File: config.mk
export PLATFORM = sky130hd
export DESIGN_NAME = mem_burst_arb
export DESIGN_NICKNAME = d
export VERILOG_FILES = /design/src/rtl/mem_burst_pkg.sv /design/src/rtl/rr_arbiter.sv /design/src/rtl/mem_burst_arb.sv
export SDC_FILE = /design/constraint.sdc
export NUM_CORES = 1
export LEC_CHECK = 0
export CAP_MARGIN = 20
export CORE_AREA = 2 2 512 514
export CTS_CLUSTER_DIAMETER = 80
export DETAILED_ROUTE_END_ITERATION = 10
export DIE_AREA = 0 0 514 516
export PLACE_DENSITY_LB_ADDON = 0.15
export SETUP_SLACK_MARGIN = 0.05
export SYNTH_ARGS = -nofsm -noshare
export SYNTH_HDL_FRONTEND = slang
export SYNTH_SLANG_ARGS = --single-unit
File: constraint.sdc
create_clock -name mem_clk -period 5.59 [get_ports mem_clk]
set_input_delay 0.8385 -clock mem_clk [delete_from_list [all_inputs] [get_ports mem_clk]]
set_output_delay 0.8385 -clock mem_clk [all_outputs]
set_load 0.02 [all_outputs]
File: src/rtl/mem_burst_pkg.sv
// Shared FSM state encoding and default widths for the burst arbiter.
// Latency: n/a (types and constants only).
// Backpressure: n/a.
package mem_burst_pkg;

    typedef enum logic [1:0] {
        ST_IDLE = 2'd0,
        ST_RD   = 2'd1,
        ST_WR   = 2'd2
    } arb_state_t;

    localparam int DEF_CH_NUM        = 4;
    localparam int DEF_ADDR_BITS     = 28;
    localparam int DEF_MEM_DATA_BITS = 128;
    localparam int DEF_LEN_BITS      = 10;

endpackage

File: src/rtl/rr_arbiter.sv
// Round-robin pick: first requester at or after ptr, wrapping at N.
// Latency: purely combinational.
// Backpressure: none; the caller decides when the grant is taken.
module rr_arbiter #(
    parameter int N  = 4,
    parameter int IW = $clog2(N)
) (
    input  logic [N-1:0]  req,
    input  logic [IW-1:0] ptr,
    output logic [N-1:0]  gnt,
    output logic [IW-1:0] gnt_idx,
    output logic          gnt_vld
);

    logic [N-1:0] rot;
    int           sel;

    always_comb begin
        // rot[i] is the request of channel (ptr + i) mod N
        rot     = N'({req, req} >> ptr);
        sel     = 0;
        gnt_vld = 1'b0;
        for (int i = N - 1; i >= 0; i--) begin
            if (rot[i]) begin
                sel     = i;
                gnt_vld = 1'b1;
            end
        end
        sel = sel + int'(ptr);
        if (sel >= N) begin
            sel = sel - N;
        end
        gnt_idx = IW'(sel);
        for (int k = 0; k < N; k++) begin
            gnt[k] = gnt_vld && (sel == k);
        end
    end

endmodule

File: src/rtl/mem_burst_arb.sv
// Shares one downstream burst port among CH_NUM clients, one burst at a time, round-robin.
// Latency: downstream req one cycle after a request is sampled in IDLE; data/finish routed combinationally.
// Backpressure: clients hold req until finish; MEM_BURST_ARB_WR_FIRST_EN gives writes priority.
module mem_burst_arb
    import mem_burst_pkg::*;
#(
    parameter int CH_NUM        = DEF_CH_NUM,
    parameter int ADDR_BITS     = DEF_ADDR_BITS,
    parameter int MEM_DATA_BITS = DEF_MEM_DATA_BITS,
    parameter int LEN_BITS      = DEF_LEN_BITS
) (
    input  logic                              mem_clk,
    input  logic                              rst,

    input  logic [CH_NUM-1:0]                 ch_rd_burst_req,
    input  logic [CH_NUM-1:0]                 ch_wr_burst_req,
    input  logic [CH_NUM*LEN_BITS-1:0]        ch_rd_burst_len,
    input  logic [CH_NUM*LEN_BITS-1:0]        ch_wr_burst_len,
    input  logic [CH_NUM*ADDR_BITS-1:0]       ch_rd_burst_addr,
    input  logic [CH_NUM*ADDR_BITS-1:0]       ch_wr_burst_addr,
    input  logic [CH_NUM*MEM_DATA_BITS-1:0]   ch_wr_burst_data,
    output logic [CH_NUM-1:0]                 ch_wr_burst_data_req,
    output logic [CH_NUM-1:0]                 ch_rd_burst_data_valid,
    output logic [MEM_DATA_BITS-1:0]          ch_rd_burst_data,
    output logic [CH_NUM-1:0]                 ch_rd_burst_finish,
    output logic [CH_NUM-1:0]                 ch_wr_burst_finish,

    output logic                              rd_burst_req,
    output logic                              wr_burst_req,
    output logic [LEN_BITS-1:0]               rd_burst_len,
    output logic [LEN_BITS-1:0]               wr_burst_len,
    output logic [ADDR_BITS-1:0]              rd_burst_addr,
    output logic [ADDR_BITS-1:0]              wr_burst_addr,
    output logic [MEM_DATA_BITS-1:0]          wr_burst_data,
    input  logic                              rd_burst_data_valid,
    input  logic                              wr_burst_data_req,
    input  logic [MEM_DATA_BITS-1:0]          rd_burst_data,
    input  logic                              rd_burst_finish,
    input  logic                              wr_burst_finish,

    output logic [$clog2(CH_NUM)-1:0]         grant_ch,
    output logic                              grant_busy
);

    localparam int GW = $clog2(CH_NUM);

    arb_state_t               state;
    logic [GW-1:0]            rr_ptr;
    logic [CH_NUM-1:0]        arb_req;
    logic [CH_NUM-1:0]        win_gnt;
    logic [GW-1:0]            win_idx;
    logic                     win_vld;
    logic                     win_rd;
    logic [LEN_BITS-1:0]      sel_rd_len;
    logic [LEN_BITS-1:0]      sel_wr_len;
    logic [ADDR_BITS-1:0]     sel_rd_addr;
    logic [ADDR_BITS-1:0]     sel_wr_addr;

`ifdef MEM_BURST_ARB_WR_FIRST_EN
    // Any pending write shuts reads out of this arbitration round entirely.
    always_comb begin
        arb_req = (|ch_wr_burst_req) ? ch_wr_burst_req : ch_rd_burst_req;
        win_rd  = ~(|ch_wr_burst_req);
    end
`else
    always_comb begin
        arb_req = ch_rd_burst_req | ch_wr_burst_req;
        win_rd  = 1'b0;
        for (int k = 0; k < CH_NUM; k++) begin
            if (win_gnt[k]) begin
                win_rd = ch_rd_burst_req[k];
            end
        end
    end
`endif

    rr_arbiter #(
        .N  (CH_NUM),
        .IW (GW)
    ) u_rr_arbiter (
        .req     (arb_req),
        .ptr     (rr_ptr),
        .gnt     (win_gnt),
        .gnt_idx (win_idx),
        .gnt_vld (win_vld)
    );

    always_comb begin
        sel_rd_len  = '0;
        sel_wr_len  = '0;
        sel_rd_addr = '0;
        sel_wr_addr = '0;
        for (int k = 0; k < CH_NUM; k++) begin
            if (win_gnt[k]) begin
                sel_rd_len  = ch_rd_burst_len[k*LEN_BITS +: LEN_BITS];
                sel_wr_len  = ch_wr_burst_len[k*LEN_BITS +: LEN_BITS];
                sel_rd_addr = ch_rd_burst_addr[k*ADDR_BITS +: ADDR_BITS];
                sel_wr_addr = ch_wr_burst_addr[k*ADDR_BITS +: ADDR_BITS];
            end
        end
    end

    always_ff @(posedge mem_clk) begin
        if (rst) begin
            state         <= ST_IDLE;
            rr_ptr        <= '0;
            grant_ch      <= '0;
            grant_busy    <= 1'b0;
            rd_burst_req  <= 1'b0;
            wr_burst_req  <= 1'b0;
            rd_burst_len  <= '0;
            wr_burst_len  <= '0;
            rd_burst_addr <= '0;
            wr_burst_addr <= '0;
        end else begin
            case (state)
                ST_IDLE: begin
                    if (win_vld) begin
                        grant_ch   <= win_idx;
                        grant_busy <= 1'b1;
                        rr_ptr     <= (win_idx == GW'(CH_NUM - 1)) ? '0 : win_idx + 1'b1;
                        if (win_rd) begin
                            state         <= ST_RD;
                            rd_burst_req  <= 1'b1;
                            rd_burst_len  <= sel_rd_len;
                            rd_burst_addr <= sel_rd_addr;
                        end else begin
                            state         <= ST_WR;
                            wr_burst_req  <= 1'b1;
                            wr_burst_len  <= sel_wr_len;
                            wr_burst_addr <= sel_wr_addr;
                        end
                    end
                end
                ST_RD: begin
                    if (rd_burst_finish) begin
                        state        <= ST_IDLE;
                        rd_burst_req <= 1'b0;
                        grant_busy   <= 1'b0;
                    end
                end
                ST_WR: begin
                    if (wr_burst_finish) begin
                        state        <= ST_IDLE;
                        wr_burst_req <= 1'b0;
                        grant_busy   <= 1'b0;
                    end
                end
                default: begin
                    state <= ST_IDLE;
                end
            endcase
        end
    end

    // Returns reach only the owner, and only for the direction in flight.
    always_comb begin
        ch_rd_burst_data_valid = '0;
        ch_wr_burst_data_req   = '0;
        ch_rd_burst_finish     = '0;
        ch_wr_burst_finish     = '0;
        wr_burst_data          = '0;
        for (int k = 0; k < CH_NUM; k++) begin
            if (int'(grant_ch) == k) begin
                ch_rd_burst_data_valid[k] = (state == ST_RD) && rd_burst_data_valid;
                ch_rd_burst_finish[k]     = (state == ST_RD) && rd_burst_finish;
                ch_wr_burst_data_req[k]   = (state == ST_WR) && wr_burst_data_req;
                ch_wr_burst_finish[k]     = (state == ST_WR) && wr_burst_finish;
                if (state == ST_WR) begin
                    wr_burst_data = ch_wr_burst_data[k*MEM_DATA_BITS +: MEM_DATA_BITS];
                end
            end
        end
    end

    assign ch_rd_burst_data = rd_burst_data;

endmodule

==> results.json <==
{
  "status": "complete, no violations",
  "rsz0062_at_grt": "false",
  "hp-class": "reg2reg",
  "drive_above_1_share_pct": 10.5,
  "wl_um": 135000,
  "numPortBuffers": 1054,
  "path_class": "in2reg",
  "synth.yosys.seq_area_share_pct": 16.8,
  "cts_hold_buf": 0,
  "slew-limit-headroom_pct": 42.2,
  "io-pin-count": 1311,
  "synth_seq_cells": 85,
  "routed_via_density": 2.52,
  "cts_tree": "yes",
  "antenna_left": 0,
  "routed-via-count": 13500,
  "cts.path.max_buffers": 2,
  "drt_iter0_markers": 631,
  "fmax_mhz": 207,
  "cts_buffers": 9,
  "r2r-start": "rr_ptr[0]",
  "drc_errors": 0,
  "hold_depth": 2,
  "synthArstFlopShare_pct": 0,
  "tns_ps": 0,
  "track_usage_pct": 9.67,
  "hp-start": "rd_burst_len[1]",
  "antenna_found_initial": 47,
  "clock_sinks": 85,
  "place_inst": 5326,
  "rr_endpoint": "rd_burst_len[2]",
  "post_drt_wl_per_cell_um": 25.2,
  "path_clk_slew_ps": 70,
  "final_nets": 2902,
  "gp_congestion": 0.766,
  "clk_latency_ps": 420,
  "synth-edff-count": 0,
  "nFillCells": 30000,
  "final-seq-area_um2": 1710,
  "ys.flop_type": "dfxtp_1",
  "syn_nets": 2056,
  "setup_viol": 0,
  "initial_utilization_pct": 3.91,
  "cts_setup_buffers": 0,
  "crit_fanout": 16,
  "multi_input_area_um2": 6910,
  "finalNonFillerCells": 5365,
  "powerDensity_nw_per_um2": 409,
  "detailed_place_hpwl_um": 118000,
  "fp.coreArea_um2": 259000,
  "grt_pass1_wl_um": 165000,
  "die_area_um2": 265000,
  "synth.distinct_cells": 45,
  "grt_remaining_overflow": 0,
  "start_kind": "input port",
  "vdd_ir_drop_max_mv": 0.410,
  "first_pass_iters": 5,
  "cp-end-kind": "flip-flop",
  "grt_pass1_vias": 14500,
  "maxSlewViolCount": 0,
  "die_w_um": 514,
  "crit_arrival_ps": 5180,
  "required_ps": 5930,
  "ys.warnings.count": 0,
  "rrSetupSlack_ps": 1540,
  "cts_root_buf": "clkbuf_16",
  "syn_avg_cell_area_um2": 9.30,
  "syn_inst": 1089,
  "area.growth.synth_to_final_pct": 139,
  "htreeDepth": 3,
  "period_minus_slack_ps": 4830,
  "whs_endpoint": "rd_burst_len[1]",
  "total_power_mw": 9.91,
  "cts_resized": 0,
  "syn-cell-area_um2": 10100,
  "maxCapViolCount": 0,
  "leakagePower_nw": 6.94,
  "fin_crit_sh_pct": 86.4,
  "fin_skew_ps": 16.1,
  "placementRows": 187,
  "hold_violations": 0,
  "die_y_um": 516,
  "reg2reg_depth": 11,
  "grt_max_degree": 75,
  "worstMarginPinSlew_ps": 864
}
-- worst max-delay path, stage by stage --
cell and delay, ps:
clkdlybuf4s50_1 540, or4_4 620, or3_1 350, o211ai_1 110
ha_1 200, fa_1 490, ha_1 300, nor2b_1 210
a221o_4 550, buf_4 240, or4_1 540, a21oi_1 160
-- cell families (layout without fill, tap and decap cells) --
| family | Yosys count | count (layout) | share of synthesized area (%) |
|---|---|---|---|
| flops | 85 | 85 | 16.8 |
| compound gates | 332 | 332 | 21.1 |
| buf+inv | 266 | 1117 | 15.7 |
| fa+ha+maj | 9 | 9 | 1.19 |
| mux | 129 | 129 | 28.6 |
| simple gates | 268 | 268 | 16.7 |
| other cells | 0 | 23 | 0 |
-- synthesized netlist by cell type, types with 8 or more instances --
cell type / number / area share [%]
a21oi_1: 84 / 4.2
a221oi_1: 75 / 6.5
and2_1: 128 / 7.9
buf_2: 24 / 1.2
buf_4: 131 / 9.7
buf_6: 9 / 1.0
clkbuf_1: 90 / 3.3
dfxtp_1: 85 / 17
ha_1: 8 / 0.99
mux4_2: 128 / 28
nand2_1: 15 / 0.56
nor2_1: 15 / 0.56
o21ai_0: 13 / 0.64
o21ai_1: 65 / 3.2
o22ai_1: 75 / 4.6
or4_1: 75 / 5.6
-- flip-flops by register name, summed over array words and instances, names as in the netlist --
| name | flops |
|---|---|
| rr_ptr | 2 |
| rd_burst_req | 1 |
| wr_burst_addr | 28 |
| grant_ch | 2 |
| wr_burst_req | 1 |
| wr_burst_len | 10 |
| rd_burst_addr | 28 |
| grant_busy | 1 |
| rd_burst_len | 10 |
| state | 2 |
-- cells in the final DEF (no fill, tap or decap), types with 15 or more instances in the layout --
| cell type | count |
|---|---|
| o21ai_1 | 65 |
| a21oi_1 | 84 |
| nand2_1 | 15 |
| and2_1 | 128 |
| clkdlybuf4s50_1 | 1050 |
| or4_1 | 75 |
| o22ai_1 | 75 |
| buf_4 | 33 |
| diode_2 | 23 |
| mux4_2 | 128 |
| nor2_1 | 15 |
| dfxtp_1 | 83 |
| a221oi_1 | 75 |
-- power breakdown --
| group | total (mW) | internal [mW] | switching, mW |
|---|---|---|---|
| sequential | 1.12 | 0.849 | 0.266 |
| clock | 0.651 | 0.312 | 0.338 |
| combinational | 8.14 | 3.37 | 4.77 |
| total | 9.90 | 4.53 | 5.37 |
-- layout make-up --
| class | count | area share (%) |
|---|---|---|
| clock buffers | 12 | 1.02 |
| diodes | 23 | 0.238 |
| multi-input cells | 738 | 28.5 |
| inverters | 6 | 0.103 |
| well taps | 3402 | 17.6 |
| repair buffers | 1095 | 45.4 |
| clock inverters | 4 | 0.103 |
| flip-flops and latches | 85 | 7.06 |
-- metrics by stage --
stage                     utilization, %  hold WS (ps)  instance area (um^2)  setup slack, ps
after CTS                           9.32           479                 24200              773
after floorplan                        -           463                 10100             1180
after global placement              9.21           463                 23900              291
after global routing                9.32           496                 24200              557
final                               9.34           478                 24200              758
after detailed placement            9.22           468                 23900              291
-- how the worst max path moves through the flow --
stage / start / cells past startpoint / slack [ps] / end
floorplan: ch_rd_burst_req[0] / 15 / 1180 / rd_burst_addr[12]
global placement: ch_wr_burst_req[0] / 12 / 290 / rd_burst_len[1]
detailed placement: ch_wr_burst_req[0] / 12 / 290 / rd_burst_len[1]
CTS: ch_wr_burst_req[0] / 12 / 770 / rd_burst_addr[26]
global route: ch_wr_burst_req[0] / 12 / 560 / rd_burst_addr[8]
finish: ch_wr_burst_req[0] / 12 / 760 / rd_burst_len[2]
-- routing by layer --
metal  track usage (%)  vias to the layer above  routed length (um)  part of all wire, %
met1              9.99                     6595               48700                   36
met2              17.7                      881               69500                   51
met4              1.95                       10                1950                  1.4
met3              4.47                       91               14900                   11
met5                 0                        -                  56                0.041
li1                  -                     5919                   -                    -
(Power assumes the default switching activity.)
